`config.mk`:
```
export PLATFORM = sky130hd
export DESIGN_NAME = mul_share_arb_flat
export DESIGN_NICKNAME = d
export VERILOG_FILES = /design/src/rtl/mul_arb_pkg.sv /design/src/rtl/mul_share_arb_if.sv /design/src/rtl/mul_arb_rr_pick.sv /design/src/rtl/mul_share_arb.sv /design/src/flat_wrapper.sv
export SDC_FILE = /design/constraint.sdc
export NUM_CORES = 1
export LEC_CHECK = 0
export ABC_AREA = 1
export BUFFER_PORTS_ARGS = -buffer_cell sky130_fd_sc_hd__buf_2
export CORE_AREA = 2 2 210 160
export DETAILED_ROUTE_END_ITERATION = 16
export DIE_AREA = 0 0 212 162
export PLACE_DENSITY = 0.59
export SYNTH_ARGS = -nofsm -noshare
export SYNTH_HDL_FRONTEND = slang
export SYNTH_SLANG_ARGS = --single-unit
```
`constraint.sdc`:
```
create_clock -name clk -period 13.9 [get_ports clk]
set_clock_uncertainty 0.1 [all_clocks]
set_input_delay 0.695 -clock clk [delete_from_list [all_inputs] [get_ports clk]]
set_output_delay 0.695 -clock clk [all_outputs]
set_load 0.02 [all_outputs]
```
`src/rtl/mul_arb_pkg.sv`:
```
// Shared FP16 field layout and normalize helper for the shared-multiplier arbiter.
package mul_arb_pkg;

   localparam int unsigned FP_W      = 16;
   localparam int unsigned EXP_W     = 5;
   localparam int unsigned MAN_W     = 10;
   localparam int unsigned BIAS      = 15;
   localparam int unsigned PROD_W    = 2 * (MAN_W + 1);
   localparam int unsigned PROD_HI_W = MAN_W + 2;

   typedef struct packed {
      logic             sign;
      logic [EXP_W-1:0] expo;
      logic [MAN_W-1:0] mant;
   } fp16_t;

   // Width of an index into n items, at least one bit.
   function automatic int unsigned id_width(input int unsigned n);
      return (n > 1) ? $clog2(n) : 1;
   endfunction

   // mhi holds product bits [21:10]; a set MSB means the significand product is in [2,4).
   function automatic fp16_t fp16_norm(input logic             sign,
                                       input logic [EXP_W-1:0] esum,
                                       input logic [PROD_HI_W-1:0] mhi);
      fp16_t r;
      r.sign = sign;
      if (mhi[PROD_HI_W-1]) begin
         r.expo = esum + EXP_W'(1);
         r.mant = mhi[PROD_HI_W-2:1];
      end else begin
         r.expo = esum;
         r.mant = mhi[MAN_W-1:0];
      end
      return r;
   endfunction

endpackage

```
`src/rtl/mul_share_arb_if.sv`:
```
// Requester operand bus and tagged result bus of the shared FP16 multiplier.
interface mul_share_arb_if #(parameter int unsigned NUM_REQ = 4) ();
   import mul_arb_pkg::*;

   localparam int unsigned ID_W = id_width(NUM_REQ);

   logic [NUM_REQ-1:0]      req_valid;
   logic [NUM_REQ-1:0]      req_ready;
   logic [NUM_REQ*FP_W-1:0] req_a;
   logic [NUM_REQ*FP_W-1:0] req_b;
   logic                    rsp_valid;
   logic                    rsp_ready;
   logic [ID_W-1:0]         rsp_id;
   logic [FP_W-1:0]         rsp_data;

   modport master (
      output req_valid, req_a, req_b, rsp_ready,
      input  req_ready, rsp_valid, rsp_id, rsp_data
   );

   modport slave (
      input  req_valid, req_a, req_b, rsp_ready,
      output req_ready, rsp_valid, rsp_id, rsp_data
   );

endinterface

```
`src/rtl/mul_arb_rr_pick.sv`:
```
// Round-robin picker: first set request at or after ptr, wrapping modulo N.
module mul_arb_rr_pick #(
   parameter int unsigned N     = 4,
   parameter int unsigned IDX_W = 2
) (
   input  logic [N-1:0]     req,
   input  logic [IDX_W-1:0] ptr,
   output logic [N-1:0]     grant_c,
   output logic [IDX_W-1:0] idx_c,
   output logic             any_c
);

   logic [IDX_W-1:0] cand;

   always_comb begin
      grant_c = '0;
      idx_c   = '0;
      any_c   = 1'b0;
      cand    = '0;
      for (int unsigned k = 0; k < N; k++) begin
         cand = IDX_W'((32'(ptr) + k) % N);
         if (!any_c && req[cand]) begin
            grant_c[cand] = 1'b1;
            idx_c         = cand;
            any_c         = 1'b1;
         end
      end
   end

endmodule

```
`src/rtl/mul_share_arb.sv`:
```
// One pipelined FP16 multiplier shared round-robin by NUM_REQ requesters, results via credited FIFO.
// Optional stall counter port enabled by defining MUL_ARB_STALL_CNT_EN.
module mul_share_arb
   import mul_arb_pkg::*;
#(
   parameter int unsigned NUM_REQ    = 4,
   parameter int unsigned FIFO_DEPTH = 4
) (
   input  logic        clk,
   input  logic        rst_n,
`ifdef MUL_ARB_STALL_CNT_EN
   output logic [15:0] stall_cnt,
`endif
   mul_share_arb_if.slave bus
);

   localparam int unsigned ID_W  = id_width(NUM_REQ);
   localparam int unsigned PTR_W = id_width(FIFO_DEPTH);
   localparam int unsigned CRD_W = $clog2(FIFO_DEPTH + 1);
   localparam int unsigned ENT_W = ID_W + FP_W;

   logic [ID_W-1:0]    ptr;
   logic [CRD_W-1:0]   credits;
   logic [NUM_REQ-1:0] elig_c;
   logic [NUM_REQ-1:0] grant_c;
   logic [ID_W-1:0]    gidx_c;
   logic               issue_c;
   logic               push_c;
   logic               pop_c;
   fp16_t              op_a_c;
   fp16_t              op_b_c;
   logic [MAN_W:0]     man_a_c;
   logic [MAN_W:0]     man_b_c;

   // Credits gate eligibility so nothing issues that the FIFO could not absorb.
   assign elig_c = bus.req_valid & {NUM_REQ{credits != '0}};

   mul_arb_rr_pick #(.N(NUM_REQ), .IDX_W(ID_W)) u_pick (
      .req     (elig_c),
      .ptr     (ptr),
      .grant_c (grant_c),
      .idx_c   (gidx_c),
      .any_c   (issue_c)
   );

   assign bus.req_ready = grant_c;

   always_comb begin
      op_a_c = '0;
      op_b_c = '0;
      for (int unsigned k = 0; k < NUM_REQ; k++) begin
         if (grant_c[k]) begin
            op_a_c = bus.req_a[k*FP_W +: FP_W];
            op_b_c = bus.req_b[k*FP_W +: FP_W];
         end
      end
   end

   assign man_a_c = {1'b1, op_a_c.mant};
   assign man_b_c = {1'b1, op_b_c.mant};

   always_ff @(posedge clk) begin
      if (!rst_n) begin
         ptr     <= '0;
         credits <= CRD_W'(FIFO_DEPTH);
      end else begin
         if (issue_c) begin
            ptr <= (gidx_c == ID_W'(NUM_REQ - 1)) ? '0 : gidx_c + ID_W'(1);
         end
         if (issue_c && !pop_c) begin
            credits <= credits - CRD_W'(1);
         end else if (!issue_c && pop_c) begin
            credits <= credits + CRD_W'(1);
         end
      end
   end

   // S1 multiply and S2 normalize
   logic                 s1_valid;
   logic [ID_W-1:0]      s1_id;
   logic                 s1_sign;
   logic [EXP_W-1:0]     s1_esum;
   logic [PROD_HI_W-1:0] s1_mhi;
   logic                 s2_valid;
   logic [ID_W-1:0]      s2_id;
   fp16_t                s2_res;

   always_ff @(posedge clk) begin
      if (!rst_n) begin
         s1_valid <= 1'b0;
         s2_valid <= 1'b0;
      end else begin
         s1_valid <= issue_c;
         s2_valid <= s1_valid;
      end
   end

   always_ff @(posedge clk) begin
      if (issue_c) begin
         s1_id   <= gidx_c;
         s1_sign <= op_a_c.sign ^ op_b_c.sign;
         s1_esum <= op_a_c.expo + op_b_c.expo - EXP_W'(BIAS);
         s1_mhi  <= PROD_HI_W'((PROD_W'(man_a_c) * PROD_W'(man_b_c)) >> MAN_W);
      end
      if (s1_valid) begin
         s2_id  <= s1_id;
         s2_res <= fp16_norm(s1_sign, s1_esum, s1_mhi);
      end
   end

   // Result FIFO; head_valid mirrors count != 0 as a register.
   logic [ENT_W-1:0] fifo_mem [FIFO_DEPTH];
   logic [PTR_W-1:0] wr_ptr;
   logic [PTR_W-1:0] rd_ptr;
   logic [CRD_W-1:0] count;
   logic [CRD_W-1:0] count_next_c;
   logic             head_valid;

   assign push_c = s2_valid;
   assign pop_c  = head_valid & bus.rsp_ready;

   always_comb begin
      count_next_c = count;
      if (push_c && !pop_c) begin
         count_next_c = count + CRD_W'(1);
      end else if (!push_c && pop_c) begin
         count_next_c = count - CRD_W'(1);
      end
   end

   always_ff @(posedge clk) begin
      if (push_c) begin
         fifo_mem[wr_ptr] <= {s2_id, s2_res};
      end
   end

   always_ff @(posedge clk) begin
      if (!rst_n) begin
         wr_ptr     <= '0;
         rd_ptr     <= '0;
         count      <= '0;
         head_valid <= 1'b0;
      end else begin
         if (push_c) begin
            wr_ptr <= (wr_ptr == PTR_W'(FIFO_DEPTH - 1)) ? '0 : wr_ptr + PTR_W'(1);
         end
         if (pop_c) begin
            rd_ptr <= (rd_ptr == PTR_W'(FIFO_DEPTH - 1)) ? '0 : rd_ptr + PTR_W'(1);
         end
         count      <= count_next_c;
         head_valid <= (count_next_c != '0);
      end
   end

   assign bus.rsp_valid               = head_valid;
   assign {bus.rsp_id, bus.rsp_data}  = fifo_mem[rd_ptr];

`ifdef MUL_ARB_STALL_CNT_EN
   // Counts cycles where some requester waits only because credits ran out.
   always_ff @(posedge clk) begin
      if (!rst_n) begin
         stall_cnt <= '0;
      end else if ((|bus.req_valid) && (credits == '0) && (stall_cnt != 16'hFFFF)) begin
         stall_cnt <= stall_cnt + 16'd1;
      end
   end
`endif

endmodule
```
`src/flat_wrapper.sv`:
```
// flat-port wrapper written by rule: the top's interface ports become plain ports
module mul_share_arb_flat import mul_arb_pkg::*;
#(
   parameter int unsigned NUM_REQ    = 4,
   parameter int unsigned FIFO_DEPTH = 4
)
  (clk, rst_n, bus_req_valid, bus_req_a, bus_req_b, bus_rsp_ready, bus_req_ready, bus_rsp_valid, bus_rsp_id, bus_rsp_data);
  mul_share_arb_if #(.NUM_REQ(NUM_REQ)) bus_i ();
  input  logic clk;
  input  logic rst_n;
  input wire logic [$bits(bus_i.req_valid)-1:0] bus_req_valid;
  input wire logic [$bits(bus_i.req_a)-1:0] bus_req_a;
  input wire logic [$bits(bus_i.req_b)-1:0] bus_req_b;
  input wire logic [$bits(bus_i.rsp_ready)-1:0] bus_rsp_ready;
  output wire logic [$bits(bus_i.req_ready)-1:0] bus_req_ready;
  output wire logic [$bits(bus_i.rsp_valid)-1:0] bus_rsp_valid;
  output wire logic [$bits(bus_i.rsp_id)-1:0] bus_rsp_id;
  output wire logic [$bits(bus_i.rsp_data)-1:0] bus_rsp_data;
  assign bus_i.req_valid = bus_req_valid;
  assign bus_i.req_a = bus_req_a;
  assign bus_i.req_b = bus_req_b;
  assign bus_i.rsp_ready = bus_rsp_ready;
  assign bus_req_ready = bus_i.req_ready;
  assign bus_rsp_valid = bus_i.rsp_valid;
  assign bus_rsp_id = bus_i.rsp_id;
  assign bus_rsp_data = bus_i.rsp_data;
  mul_share_arb #(.NUM_REQ(NUM_REQ), .FIFO_DEPTH(FIFO_DEPTH)) u_core (.clk(clk), .rst_n(rst_n), .bus(bus_i));
endmodule
```
# [Yosys cells after proc, flatten, opt, wreduce, memory -nomap -nowiden]
# Memories as Yosys holds them, arrays and structs flattened. A register that Yosys moved wholly into a read port is not among the register bits.
# Index checks and enable logic that the tools add are counted.
[word_totals] ff_bits=53 mem_bits_rw=72 inputBits=135 output_inout_bits=23 word_cells=116 n_memories=1
[mem_list] name="u_core.fifo_mem" words=4 word_bits=18 rd=1 rd_ports_with_merged_regs=1 write_ports=1 line_no="mul_share_arb.sv:112" rtl="logic [ENT_W-1:0] fifo_mem [FIFO_DEPTH];"
[op_classes] add_sub_neg=13 multipliers=1 order_cmp=8 eq_ne=3 muxes=48 n_bitwise=6 n_reduce_logical=20
[op_table] operator="16-bit 2-to-1 mux" count=8
[op_table] operator="11-bit by 11-bit multiplier with 22-bit output" count=1
[op_table] operator="2-bit 2-to-1 mux" count=9
[op_table] operator="4-bit 2-to-1 mux" count=4
[op_table] operator="15-bit 2-to-1 mux" count=1
[op_table] operator="1-bit 2-to-1 mux" count=14
[op_table] operator="2-bit by 3-bit less-than comparator with 1-bit output, second input constant" count=4
[op_table] operator="3-bit 2-to-1 mux" count=4
[op_table] operator="4-bit OR" count=3
[op_table] operator="1-bit logical AND" count=11
[op_table] operator="2-bit by 1-bit adder with 2-bit output, second input constant" count=4
[op_table] operator="1-bit binary-select mux with 2-bit select" count=4
[op_table] operator="1-bit demux with 2-bit select" count=4
[op_table] operator="2-bit by 1-bit greater-or-equal comparator with 1-bit output, second input constant" count=4
[op_table] operator="3-bit by 1-bit adder with 3-bit output, second input constant" count=2
[op_table] operator="2-bit equality test, second input constant" count=3
[op_table] operator="1-bit zero test" count=6
[op_table] operator="3-bit nonzero test" count=2
[op_table] operator="3-bit by 1-bit subtractor with 3-bit output, second input constant" count=2
[op_table] operator="5-bit by 1-bit adder with 5-bit output, second input constant" count=1
[op_table] operator="5-bit adder" count=1
[op_table] operator="5-bit by 4-bit subtractor with 5-bit output, second input constant" count=1
[op_table] operator="2-bit adder, second input constant" count=2
[op_table] operator="4-bit AND" count=1
[op_table] operator="other kinds (3)" count=3

# [Depth between registers and ports, before layout]
[logic_depth] word_depth=20 ltp_mapped=40 ltp_nobuf=38

# [Modules after synthesis]
# Synthesis repeated with hierarchy kept, for this count alone.
[hier_totals] hier_cells=1126 hier_area_um2=10212.3
[by_module_without_submodules] module="mul_share_arb" n_inst=1 cells_each=1052 area_per_inst_um2=9771.9 seq_area_each_um2=3643.5
[by_module_without_submodules] module="mul_arb_rr_pick" n_inst=1 cells_each=74 area_per_inst_um2=440.4 seq_area_each_um2=0.0

# [Worst setup path before layout]
# OpenSTA, ideal clock, no wires.
[synth_timing] kind="reg-to-reg" start="register u_core.ptr[0]" end="register u_core.s1_mhi[10] (data pin)" setup_ns=0.260 arrival_time_ns=6.531 required_time_ns=13.540 setup_slack_ns=7.009 stages_incl_launch_ff=34 n_path_buf=3 synth_period_minus_slack_ns=6.891 path_cell_list="dfxtp_1 buf_2 inv_2 ha_1 inv_1 nand3_1 nand2_1 nand2_2 nor2_4 nand3_1 nand2_2 buf_6 clkbuf_1 a22oi_1 o21ai_0 o21ai_1 inv_1 nand2_1 fa_1 inv_1 fa_1 fa_1 fa_1 inv_1 fa_1 inv_1 ha_1 a21oi_1 o21ai_0 a21oi_1 o21ai_2 nand3_1 nand2_1 xor2_1"
[synth_via] word_cells_on_any_way=56 classes_between="3 x add/sub; 1 x mul; 8 x order compare; 31 x mux; 3 x bitwise; 10 x reduce/logical"
[synth_rtl] item="start, declared" line_no="mul_share_arb.sv:22" rtl="logic [ID_W-1:0] ptr;"
[synth_rtl] item="start signal, assigned" line_no="mul_share_arb.sv:68" rtl="ptr <= (gidx_c == ID_W'(NUM_REQ - 1)) ? '0 : gidx_c + ID_W'(1);"
[synth_rtl] item="branches (longest 11 deep; another with 2-bit by 3-bit less-than comparator with 1-bit output)"
[synth_rtl] item="4-bit 2-to-1 mux (*)" line_no="mul_arb_rr_pick.sv:22" rtl="if (!any_c && req[cand]) begin"
[synth_rtl] item="via bus_req_ready[1]" line_no="flat_wrapper.sv:15" rtl="output wire logic [$bits(bus_i.req_ready)-1:0] bus_req_ready;"
[synth_rtl] item="16-bit 2-to-1 mux (3 in a row)" line_no="mul_share_arb.sv:52" rtl="if (grant_c[k]) begin"
[synth_rtl] item="11-bit by 11-bit multiplier with 22-bit output (*)" line_no="mul_share_arb.sv:103" rtl="s1_mhi <= PROD_HI_W'((PROD_W'(man_a_c) * PROD_W'(man_b_c)) >> MAN_W);"
[synth_rtl] item="end signal, assigned" line_no="mul_share_arb.sv:103"
[synth_rtl] item="end, declared" line_no="mul_share_arb.sv:83" rtl="logic [PROD_HI_W-1:0] s1_mhi;"
# Mark *: on every way through the listed nets, which the timed path passes. The select of a mux whose other input is x is not followed.
# A chain may end at the register's enable or synchronous reset.

# [Worst setup path after layout]
[layout_timing] start="register u_core.ptr[0]" end="register u_core.s1_mhi[11] (data pin)"
[layout_via] elab_chain_cells=17 word_cells_on_any_way=56 classes_between="3 x add/sub; 1 x mul; 8 x order compare; 31 x mux; 3 x bitwise; 10 x reduce/logical"
[layout_lines] item="branches (longest 11 deep; another with 2-bit by 3-bit less-than comparator with 1-bit output)"
[layout_lines] item="4-bit 2-to-1 mux (*)" line_no="mul_arb_rr_pick.sv:22"
[layout_lines] item="16-bit 2-to-1 mux (4 in a row)" line_no="mul_share_arb.sv:52"
[layout_lines] item="11-bit by 11-bit multiplier with 22-bit output (*)" line_no="mul_share_arb.sv:103"
# Every way passes the cells marked *. The select of a mux whose other input is x is not followed.

==> key figures <==
Detailed routing
  • # DRC: 0
  • Final wirelength: roughly 25000 µm
  • Drt initial violations: 560
  • Number of iterations in the first detailed-routing pass: 5
  • ANT nets after route: 0
  • Vias per inst: approximately 4.7
  • WL/cell: between 10 and 15 µm
  • Vias: approximately 8000

Worst setup path
  • CP Class: register to register
  • R2r worst-path depth: 31
  • Arr. time, crit path: 8.32 ns
  • Worst EP required: around 14 ns
  • Startpoint Class: register
  • Crit-path slowest cell: o21ai_0
  • CP max stage delay: about 0.66 ns
  • Crit-path max FO: 30
  • RR Startpoint: u_core.ptr[0]$_SDFFE_PN0P_
  • Reg-to-Reg End: u_core.s1_mhi[11]$_DFFE_PP_
  • Setup crit end kind: register
  • Worst R2R Setup Slack: 5.63 ns

Job
  • Maximum Capacitance Violations: 0

Clocking
  • Clk buf depth: 2
  • Clk_lat worst skew: about 0.40 ns
  • Num CTS Buffers: 17
  • Clock sink count: between 100 and 150
  • CTS HTree Levels: 4
  • Post-CTS sizing: 0
  • Post-CTS setup buffer count: 0
  • CTS root buffer: clkbuf_16
  • TritonCTS clock tree: built
  • Hold Buf Count CTS: 0
  • Clock-pin slew on the worst setup and hold paths: ~0.050 ns

Logic synthesis
  • Post-synth top area share: approximately a third
  • Netlist cell types: between 40 and 50
  • Yosys reg bits: approximately 130
  • Seq/Total Area, Yosys: 35.7%
  • Mean post-synth cell area: approximately 9.2 µm²
  • Yosys top cell by area: edfxtp_1
  • Post-synth net total: 1408
  • Post-Syn Area: a little over 10000 µm²
  • Post-synth EDFFs: 110
  • Ranking of synthesized cells by area: edfxtp_1 32%, fa_1 16%, ha_1 9.6%, nand2_1 6.8%, inv_1 6.7%
  • Syn Inst Count: approximately 1100
  • Post-synth top flop: edfxtp_1
  • Synth warnings: 0
  • FFs w/ async S/R, synth: 0%

Min path
  • Worst hold path depth: 0
  • Hold Crit Start: u_core.s1_id[0]$_DFFE_PP_
  • Worst hold path type: register to register
  • Worst hold endpoint: u_core.s2_id[0]$_DFFE_PP_

Floorplanning
  • # IOs: 158
  • Chip width: 212 µm
  • Starting Density: 31.7%
  • Core Area: 32200 µm²
  • Die Y: ~160 µm
  • Core Rows: 57
  • Die footprint: about 34000 µm²

Placement
  • DP HPWL: 19700 µm
  • IO buf count: roughly 160
  • Placer Congestion: approximately 0.88

STA
  • Tmin final: around 8.3 ns
  • Setup Total Neg Slack: 0 ns
  • Slew headroom: between 30% and 40%
  • Max Clock Freq: between 100 and 150 MHz
  • RSZ-0062 raised after global routing: false
  • Fin. Hold Viols: 0
  • Tightest Pin Transition: approximately 1.0 ns
  • Endpoints failing setup: 0
  • Final Cycle Share: roughly 60%
  • Max Slew Vio Count: 0

Global routing
  • GRT Util Overall: between 10 and 15%
  • Antenna violations before repair: 0
  • Vias in the first global route: between 7000 and 8000
  • GR Overflow Total: 0
  • Largest net degree at the start of global routing: 43
  • First-pass GRT wire length: 40800 µm

Cells and area
  • Nets: between 1500 and 2000
  • Layout area overhead: 17.3%
  • Diode count: 0
  • Share of layout cells above drive strength 1: about a fifth
  • Most frequent cells in the layout: 185 x nand2_1, 181 x inv_1, 158 x buf_2, 110 x edfxtp_1, 95 x o21ai_0
  • Commonest non-fill, non-tap cell in the layout: nand2_1

Status
  • Status: complete, no violations
## metal layers
layer | part of all wire (%) | vias up | GRT usage (%)
li1 | - | 3963 | -
met1 | 50 | 3813 | 21.3
met2 | 45 | 235 | 23.9
met3 | 4.6 | 14 | 2.17
met4 | 0.77 | 0 | 3.10
met5 | 0 | - | 0
## through the flow
| step | setup slack (ns) | hold WS (ns) | instances | util [%] | instance area (µm²) |
|---|---|---|---|---|---|
| 2_1_floorplan | 7.01 | 0.300 | 1114 | - | 10200 |
| 3_3_place_gp | 5.49 | 0.303 | 1681 | 35.5 | 11400 |
| 3_5_place_dp | 5.71 | 0.311 | 1682 | 35.5 | 11400 |
| 4_1_cts | 5.66 | 0.325 | 1713 | 37.2 | 12000 |
| 5_1_grt | 4.90 | 0.338 | 1713 | 37.2 | 12000 |
| 6_report | 5.63 | 0.324 | 1713 | 37.2 | 12000 |
## flip-flops by register name, indices dropped and copies added (netlist names), named ones only
register              cells
u_core.fifo_mem          72
u_core.s2_res            16
u_core.s1_mhi            12
u_core.s1_esum            5
u_core.count              3
u_core.credits            3
u_core.ptr                2
u_core.rd_ptr             2
u_core.s1_id              2
u_core.s2_id              2
u_core.wr_ptr             2
u_core.bus.rsp_valid      1
u_core.push_c             1
u_core.s1_sign            1
u_core.s1_valid           1
## kinds of logic (layout without fill, tap and decap cells)
kind of cell / count (synthesis) / after routing / synth area share [%]
AO/OA/AOI/OAI: 212 / 212 / 12.5
XOR/XNOR: 25 / 25 / 2.15
adder cells (fa/ha/maj): 159 / 159 / 25.5
buffers and inverters: 236 / 393 / 9.05
flip-flops: 127 / 127 / 35.7
multiplexers: 2 / 2 / 0.221
AND/OR/NAND/NOR: 353 / 353 / 14.9
## worst max-delay path by stage
| stage | end | from | cells after the start |
|---|---|---|---|
| finish | u_core.s1_mhi[11]$_DFFE_PP_ | u_core.ptr[0]$_SDFFE_PN0P_ | 31 |
| global route | u_core.s1_mhi[10]$_DFFE_PP_ | u_core.ptr[0]$_SDFFE_PN0P_ | 32 |
| CTS | u_core.s1_mhi[10]$_DFFE_PP_ | u_core.ptr[0]$_SDFFE_PN0P_ | 32 |
| detailed placement | u_core.s1_mhi[10]$_DFFE_PP_ | u_core.ptr[0]$_SDFFE_PN0P_ | 32 |
| global placement | u_core.s1_mhi[10]$_DFFE_PP_ | u_core.ptr[0]$_SDFFE_PN0P_ | 31 |
| floorplan | u_core.s1_mhi[10]$_DFFE_PP_ | u_core.ptr[0]$_SDFFE_PN0P_ | 33 |
## synthesized netlist by cell type (3+ instances only)
cell type / number
edfxtp_1: 110
nor4_1: 3
nand2_1: 185
nand4_1: 6
o21ai_0: 96
a221oi_1: 12
xor2_1: 14
buf_2: 11
nand2_4: 4
xnor2_1: 11
inv_2: 14
a21oi_1: 46
ha_1: 78
nor2_4: 3
nor3_1: 7
a22oi_1: 11
o22ai_1: 19
a221o_1: 8
nor2_1: 89
dfxtp_1: 17
nand2_2: 13
nor2_2: 6
fa_1: 81
clkbuf_1: 23
a21oi_2: 4
inv_1: 181
nand3_1: 34
## worst max-delay path, delay by kind of cell (launching register included)
kind	cells	cell delay, ns
compound gates	6	1.46
xor+xnor	1	0.07
fa+ha+maj	7	3.29
buf+inv	8	1.33
flops	1	0.54
simple gates	9	1.19
## area by class of cell
| type | count | area (µm²) |
|---|---|---|
| clock inverter | 14 | 126 |
| sequential | 127 | 3640 |
| inverter | 198 | 748 |
| fill | 3249 | 20200 |
| tap | 442 | 553 |
| timing repair buffer | 164 | 836 |
| clock buffer | 17 | 425 |
| multi-input combinational | 751 | 5640 |
Power is left out: the tool's default activity adds up to more than one toggle a clock period on the data nets, which glitch-free logic cannot reach.
